===== config.mk =====
export PLATFORM = sky130hd
export DESIGN_NAME = mult_div_unit
export DESIGN_NICKNAME = d
export VERILOG_FILES = /design/src/rtl/mdu_pkg.sv /design/src/rtl/mult_div_unit.sv
export SDC_FILE = /design/constraint.sdc
export NUM_CORES = 1
export LEC_CHECK = 0
export ABC_AREA = 1
export CAP_MARGIN = 20
export CORE_MARGIN = 5
export CORE_UTILIZATION = 55
export CTS_BUF_LIST = sky130_fd_sc_hd__clkbuf_8
export DETAILED_ROUTE_END_ITERATION = 10
export HOLD_SLACK_MARGIN = 0.1
export MAX_ROUTING_LAYER = met4
export PLACE_DENSITY_LB_ADDON = 0.15
export SLEW_MARGIN = 20
export SYNTH_ARGS = -nofsm -noshare
export SYNTH_HDL_FRONTEND = slang
export SYNTH_SLANG_ARGS = --single-unit

===== constraint.sdc =====
create_clock -name clk -period 8.5 [get_ports clk]
set_clock_uncertainty 0.05 [all_clocks]
set_input_delay 0.85 -clock clk [delete_from_list [all_inputs] [get_ports clk]]
set_output_delay 0.85 -clock clk [all_outputs]
set_load 0.05 [all_outputs]

===== src/rtl/mdu_pkg.sv =====
// Shared encodings for the iterative signed multiply/divide unit.
package mdu_pkg;

  localparam int MDU_ITERS = 32;

  localparam logic [1:0] ST_IDLE = 2'd0;
  localparam logic [1:0] ST_RUN  = 2'd1;
  localparam logic [1:0] ST_FIX  = 2'd2;
  localparam logic [1:0] ST_DONE = 2'd3;

  localparam logic OP_MULT = 1'b0;
  localparam logic OP_DIV  = 1'b1;

endpackage


===== src/rtl/mult_div_unit.sv =====
// Sequential signed multiply (shift-add) / divide (restoring) unit sharing one
// adder/subtractor; one bit per cycle on magnitudes, sign fix-up at the end.
module mult_div_unit
  import mdu_pkg::*;
#(
  parameter int WIDTH = MDU_ITERS
) (
  input  logic             clk,
  input  logic             reset,
  input  logic             start,
  input  logic             op,
  input  logic [WIDTH-1:0] a,
  input  logic [WIDTH-1:0] b,
  output logic [WIDTH-1:0] hi,
  output logic [WIDTH-1:0] lo,
  output logic             busy,
  output logic             done,
  output logic             div_zero
);

  localparam int CW = $clog2(WIDTH) + 1;

  logic [1:0]         state;
  logic [CW-1:0]      cnt;
  logic               op_q, sa_q, sb_q, dz_q;
  logic [WIDTH:0]     mag_q;
  logic [2*WIDTH-1:0] acc;

  logic [WIDTH:0]     mag_a, mag_b, add_x;
  logic [WIDTH+1:0]   sum;
  logic               sub;
  logic [2*WIDTH-1:0] prod_fix;
  logic [WIDTH-1:0]   quot_fix, rem_fix;

  // WIDTH+1 bits so that the most negative operand has a representable magnitude.
  function automatic logic [WIDTH:0] magnitude(input logic signed [WIDTH-1:0] v);
    logic signed [WIDTH:0] ext;
    ext = {v[WIDTH-1], v};
    return v[WIDTH-1] ? -ext : ext;
  endfunction

  function automatic logic [WIDTH-1:0] cond_neg(input logic [WIDTH-1:0] v, input logic en);
    return en ? -v : v;
  endfunction

  always_comb begin
    mag_a = magnitude(a);
    mag_b = magnitude(b);
    sub   = (op_q == OP_DIV);
    // DIV compares the shifted partial remainder; MULT adds to the upper half.
    add_x = sub ? acc[2*WIDTH-1:WIDTH-1] : {1'b0, acc[2*WIDTH-1:WIDTH]};
    sum   = {1'b0, add_x} + {1'b0, (sub ? ~mag_q : mag_q)} + {{(WIDTH+1){1'b0}}, sub};
    prod_fix = (sa_q ^ sb_q) ? -acc : acc;
    quot_fix = cond_neg(acc[WIDTH-1:0], sa_q ^ sb_q);
    rem_fix  = cond_neg(acc[2*WIDTH-1:WIDTH], sa_q);
  end

  always_ff @(posedge clk) begin
    if (reset) begin
      state <= ST_IDLE;
      cnt   <= '0;
      dz_q  <= 1'b0;
      hi    <= '0;
      lo    <= '0;
    end else begin
      case (state)
        ST_IDLE: begin
          if (start) begin
            if (op == OP_DIV && b == '0) begin
              dz_q  <= 1'b1;
              state <= ST_DONE;
            end else begin
              op_q  <= op;
              sa_q  <= a[WIDTH-1];
              sb_q  <= b[WIDTH-1];
              mag_q <= (op == OP_DIV) ? mag_b : mag_a;
              acc   <= {{WIDTH{1'b0}}, ((op == OP_DIV) ? mag_a[WIDTH-1:0] : mag_b[WIDTH-1:0])};
              cnt   <= '0;
              state <= ST_RUN;
            end
          end
        end
        ST_RUN: begin
          if (!sub) begin
            acc <= acc[0] ? {sum[WIDTH:0], acc[WIDTH-1:1]} : {1'b0, acc[2*WIDTH-1:1]};
          end else if (sum[WIDTH+1]) begin
            acc <= {sum[WIDTH-1:0], acc[WIDTH-2:0], 1'b1};
          end else begin
            acc <= {acc[2*WIDTH-2:0], 1'b0};
          end
          cnt <= cnt + 1'b1;
          if (cnt == CW'(WIDTH - 1)) state <= ST_FIX;
        end
        ST_FIX: begin
          if (op_q == OP_DIV) begin
            hi <= rem_fix;
            lo <= quot_fix;
          end else begin
            hi <= prod_fix[2*WIDTH-1:WIDTH];
            lo <= prod_fix[WIDTH-1:0];
          end
          state <= ST_DONE;
        end
        default: begin
          dz_q  <= 1'b0;
          state <= ST_IDLE;
        end
      endcase
    end
  end

  assign busy     = (state == ST_RUN) || (state == ST_FIX);
  assign done     = (state == ST_DONE);
  assign div_zero = done && dz_q;

endmodule


# == After elaboration in Yosys (flattened, before gate mapping) ==
# Index checks and enable logic that the tools add are counted.
# word_totals
out_inout_bits,67
word_cells,70
in_bits,68
mem_count,0
regBits,173
mem_bits_ro,0
latchBits,0
ram_bits,0
# classes
multipliers,0
n_div,0
n_eq_ne,8
n_lt_le_gt_ge,0
addsub,8
n_mux,27
bitwise,5
shifts,0
n_reduce_logical,12
# ops
op,count
2-to-1 mux 64 bit,6
2-to-1 mux 33 bit,5
2-to-1 mux 32 bit,5
one-hot mux 64 bit (2 select lines),1
negator 32 -> 33 bit,2
negator 32 bit,2
negator 64 bit,1
adder 33 x 33 -> 34 bit,1
adder 34 x 1 -> 34 bit,1
inverter 33 bit,1
zero test 32 bit,1
2-to-1 mux 6 bit,2
one-hot mux 6 bit (2 select lines),1
"!= test 2 bit, second input constant",4
AND reduction 4 bit,2
"adder 6 x 1 -> 6 bit, second input constant",1
"equality test 6 x 5 -> 1 bit, second input constant",1
2-to-1 mux 2 bit,3
one-hot mux 2 bit (3 select lines),1
AND reduction 3 bit,2
"equality test 2 bit, second input constant",2
inverter 1 bit,3
"equality test 2 x 1 -> 1 bit, second input constant",1
logical AND 1 bit,2
8 further kinds,9

# == Depth between registers and ports, before layout ==
# logic_depth
depth_word,7
mapped_depth,19
depth_no_buf,18

# == Worst setup path before layout ==
# No wires, ideal clock.
# synth_path
path_type,input -> register
startpoint,input port b[1]
endpoint,register acc[0] (enable)
arrival_time_ns,4.475
setup_time_ns,0.489
path_slack_ns,3.486
stages,11
path_buffers,0
t_required_ns,7.961
cell_sequence,inv_1 > ha_1 > inv_1 > nor3_2 > nand2_1 > inv_1 > nand2_1 > nor3_1 > nand2_1 > nand3_2 > nor2_1
# synth_via
elab_chain_cells,4
# synth_rtl
element,line_no,text
start: declaration,mult_div_unit.sv:13,"input logic [WIDTH-1:0] b,"
zero test 32 bit,mult_div_unit.sv:69,if (op == OP_DIV && b == '0) begin
logical AND 1 bit,mult_div_unit.sv:69,
!= test 2 bit (no source line),--,
AND reduction 4 bit (no source line),--,
end signal: assignment,mult_div_unit.sv:77,"acc <= {{WIDTH{1'b0}}, ((op == OP_DIV) ? mag_a[WIDTH-1:0] : mag_b[WIDTH-1:0])};"
end signal: assignment,mult_div_unit.sv:85,"acc <= acc[0] ? {sum[WIDTH:0], acc[WIDTH-1:1]} : {1'b0, acc[2*WIDTH-1:1]};"
end signal: assignment,mult_div_unit.sv:87,"acc <= {sum[WIDTH-1:0], acc[WIDTH-2:0], 1'b1};"
end: declaration,mult_div_unit.sv:27,logic [2*WIDTH-1:0] acc;
# Every way passes these cells.
# A chain may end at the register's enable or synchronous reset.

# == Worst setup path after layout ==
# layout_path
startpoint,register op_q
endpoint,register acc[53] (data pin)
# layout_via
elab_chain_cells,6
word_cells_on_any_way,8
cone_classes,add/sub: 2; mux: 6
# layout_rtl
element,line_no,text
start: declaration,mult_div_unit.sv:25,"logic op_q, sa_q, sb_q, dz_q;"
start signal: assignment,mult_div_unit.sv:73,op_q <= op;
"2-to-1 mux 33 bit, on equally long branches","mult_div_unit.sv:51, mult_div_unit.sv:52",
adder 33 x 33 -> 34 bit,mult_div_unit.sv:52,"sum = {1'b0, add_x} + {1'b0, (sub ? ~mag_q : mag_q)} + {{(WIDTH+1){1'b0}}, sub};"
adder 34 x 1 -> 34 bit,mult_div_unit.sv:52,
"2-to-1 mux 64 bit, on equally long branches","mult_div_unit.sv:85, mult_div_unit.sv:86",
2-to-1 mux 64 bit (*),mult_div_unit.sv:84,if (!sub) begin
one-hot mux 64 bit (2 select lines) (*),mult_div_unit.sv:66,case (state)
end signal: assignment,mult_div_unit.sv:85,
end signal: assignment,mult_div_unit.sv:87,
end signal: assignment,mult_div_unit.sv:89,"acc <= {acc[2*WIDTH-2:0], 1'b0};"
# Mark *: on every way between the ends. The rest lies on a longest branch, timed or not.

==> impl_metrics.csv <==
group,metric,value,unit
outcome,status,"finished, final reports clean",
yosys,synthDistinctLibCells,49,
power,vdd_drop_max,0.311,mV
floorplanning,core,0.0278,mm^2
run,maxCapViolCount,0,
floorplanning,chipHeight,178,um
yosys,avgSynthCellArea,6.30,um^2
setup_path,slowest_delay,780,ps
routing,wl_met3,4000,um
setup_path,ff2ff_setup_slack,4070,ps
power,p_int,2.44,mW
setup_path,endpoint,"acc[53]",
routing,drt_wl_total,55800,um
clock_network,cts-root-buf,"clkbuf_8",
setup_path,cp_max_fo,112,
setup_path,reg2reg_from,"op_q",
sta,slew_viol_final,0,
place,placedCellCount,2878,
power,switching_share,0.545,
routing,top_layer_used,"met4",
clock_network,clkSlewWorstSetupHoldPaths,110,ps
global_route,antenna_found_initial,1,
routing,vias,17100,
place,gp_congestion,1.07,
sta,worst_pin_slew,1030,ps
clock_network,post-cts-setup-buffer-count,0,
final_layout,nets,2631,
routing,drtIter0Drc,1925,
clock_network,htree_num_levels,4,
setup_path,crit_start,"op_q",
clock_network,hold_buffers,0,
global_route,grt_max_degree,113,
setup_path,path_class,"flip-flop to flip-flop",
floorplanning,die_width,178,um
power,share_seq_of_total_power,0.267,
sta,fmax,226,MHz
clock_network,insertion_delay,490,ps
routing,wire_per_inst,19.2,um
sta,rsz0062_at_grt,"false",
clock_network,cts_sinks,173,
global_route,grt_pass1_wl,84900,um
clock_network,cts_buffers,17,
setup_path,end_kind,"flip-flop",
global_route,grt_pass1_vias,15600,
power,p_comb_frac,0.617,
power,netSwitchingPower,2.92,mW
min_path,min_path_type,"flip-flop to flip-flop",
routing,firstDrtPassIters,8,
final_layout,final_cell_mix,"nand2_1 (637), nor2_1 (349), inv_1 (246)",
setup_path,worst_path_max_delay_cell,"buf_4",
routing,vias_per_cell,5.86,
final_layout,fillCellCount,2677,
setup_path,cp.required,8650,ps
routing,met2_length,26400,um
final_layout,area_growth,12.7,%
floorplanning,rows,61,
global_route,track_usage,0.354,
routing,wl_met1,22400,um
sta,finalHoldViolations,0,
yosys,synth_cells,2456,
setup_path,cpMostUsedCell,"nand2_1",
yosys,ys_dominant_reg_cell,"edfxtp_1",
final_layout,finalNonFillerCells,2913,
routing,ant_nets,0,
yosys,async_flop_share,0,
power,leakage,7.66,nW
setup_path,reg2reg_to,"acc[53]",
power,power_frac_clock,0.116,
yosys,syn_area,0.0155,mm^2
yosys,yosysSeqAreaShare,0.288,
final_layout,drive_above_1_share,0.0355,
setup_path,reg2reg_depth,13,
sta,slew_headroom,0.309,
power,power_density,307,mW/mm^2
sta,setup_viol,0,
yosys,yosysWarnings,0,
floorplanning,die_area,0.0316,mm^2
floorplanning,start_util,0.557,
final_layout,layout_commonest_cell,"nand2_1",
setup_path,startpoint_type,"flip-flop",
setup_path,crit_arrival,4580,ps
global_route,overflow,0,
sta,fin_crit,4430,ps
clock_network,post_cts_resized,0,
sta,fin_setup_tns,0,ps
sta,period_share,0.521,
clock_network,cts.path.max_buffers,2,
yosys,synth_nets,2566,
yosys,synth-edff-count,100,
routing,route.detailed.drc,0,
setup_path,crit_chain,"buf_12 -> buf_4 -> xor2_1 -> ha_1 -> nand2_1 -> o21ai_0 -> a21o_1 -> a21oi_4 -> nand2_4 -> inv_4 -> nand2_1 -> nand3_1 -> a21oi_1",
yosys,synth-seq-cells,173,
place,hpwlAfterDp,43500,um
floorplanning,io_pins,135,
place,io_buffers,134,
clock_network,cts_tree,"yes",
==> metrics by stage <==
step / hold slack, ps / power [mW] / setup slack [ps] / util / instance area (um^2)
floorplan: 387 / 3.67 / 3490 / - / 15500
global placement: 414 / 4.63 / 4310 / 0.611 / 17000
detailed placement: 415 / 4.66 / 4230 / 0.611 / 17000
CTS: 446 / 5.29 / 4190 / 0.626 / 17400
global route: 477 / 5.70 / 3800 / 0.628 / 17400
finish: 446 / 5.36 / 4070 / 0.628 / 17400
==> area by class of cell <==
cell class                 instances  area, um^2  share of cell area
timing repair buffer             147        1470              0.0845
inverter                         255         960              0.0550
antenna                            1        2.50            0.000144
clock inverter                    15         171             0.00983
sequential                       173        4460               0.256
multi-input combinational       1927        9660               0.554
tap                              378         473              0.0271
clock buffer                      17         234              0.0134
==> registers in the layout, indices dropped and copies added (netlist names) <==
register  count
op_q          1
dz_q          1
hi           32
sa_q          1
lo           32
state         2
cnt           6
mag_q        33
acc          64
sb_q          1
==> cell families after synthesis <==
group	count (synthesis)	share of synthesized area
fa+ha+maj	42	0.0344
flops	173	0.288
other cells	1	0.000242
xor+xnor	122	0.0690
buf+inv	356	0.0893
compound gates	478	0.170
simple gates	1284	0.348
==> power by group through the flow <==
| stage | Clock, mW | Combinational [mW] | Sequential [mW] |
|---|---|---|---|
| 2_1_floorplan | 0 | 1.97 | 1.70 |
| 3_3_place_gp | 0 | 3.18 | 1.45 |
| 3_5_place_dp | 0 | 3.21 | 1.45 |
| 4_1_cts | 0.623 | 3.23 | 1.44 |
| 5_1_grt | 0.657 | 3.58 | 1.46 |
| 6_report | 0.622 | 3.31 | 1.43 |
==> worst max-delay path: cells and delay by family (launching register included) <==
family                   cells  cell delay (ps)
buffers and inverters        3             1450
flip-flops                   1              390
AND/OR/NAND/NOR              4              660
XOR/XNOR                     1              380
AO/OA/AOI/OAI                4              720
adder cells (fa/ha/maj)      1              360
==> synthesized netlist by cell type (4+ instances only) <==
cell,n,area share
o21bai_1,15,0.0073
o21ai_0,205,0.066
nand2_1,637,0.15
a21oi_1,165,0.053
buf_1,19,0.0046
nand3_2,6,0.0039
edfxtp_1,100,0.19
o221ai_1,16,0.0091
nor4_1,8,0.0032
buf_6,4,0.0029
buf_2,10,0.0032
nor2_1,350,0.085
o21ai_1,17,0.0055
inv_2,6,0.0015
nand4_1,37,0.015
xor2_1,96,0.054
o21a_1,4,0.0019
or2_2,9,0.0036
dfxtp_1,73,0.094
o211ai_1,18,0.0087
nand3_1,178,0.058
a31oi_1,12,0.0049
xnor2_1,26,0.015
nand3b_1,11,0.0053
nor3_2,5,0.0032
clkbuf_1,68,0.016
a21o_1,10,0.0049
o22ai_1,10,0.0040
ha_1,41,0.033
nor3_1,25,0.0081
inv_1,246,0.060
==> routing by layer <==
layer	vias to the layer above	GRT usage
li1	8228	-
met1	7830	0.440
met2	858	0.579
met3	164	0.0386
met4	0	0.167
met5	-	-
==> worst min path at each step <==
stage	slack (ps)	start	to	cells after the start
after detailed placement	420	lo[1]	lo[1]	2
after floorplan	390	dz_q	dz_q	2
after global placement	410	lo[1]	lo[1]	2
final	450	lo[1]	lo[1]	2
after CTS	450	lo[1]	lo[1]	2
after global routing	480	cnt[4]	cnt[4]	2
No activity file was read; power rests on OpenSTA's default activity.
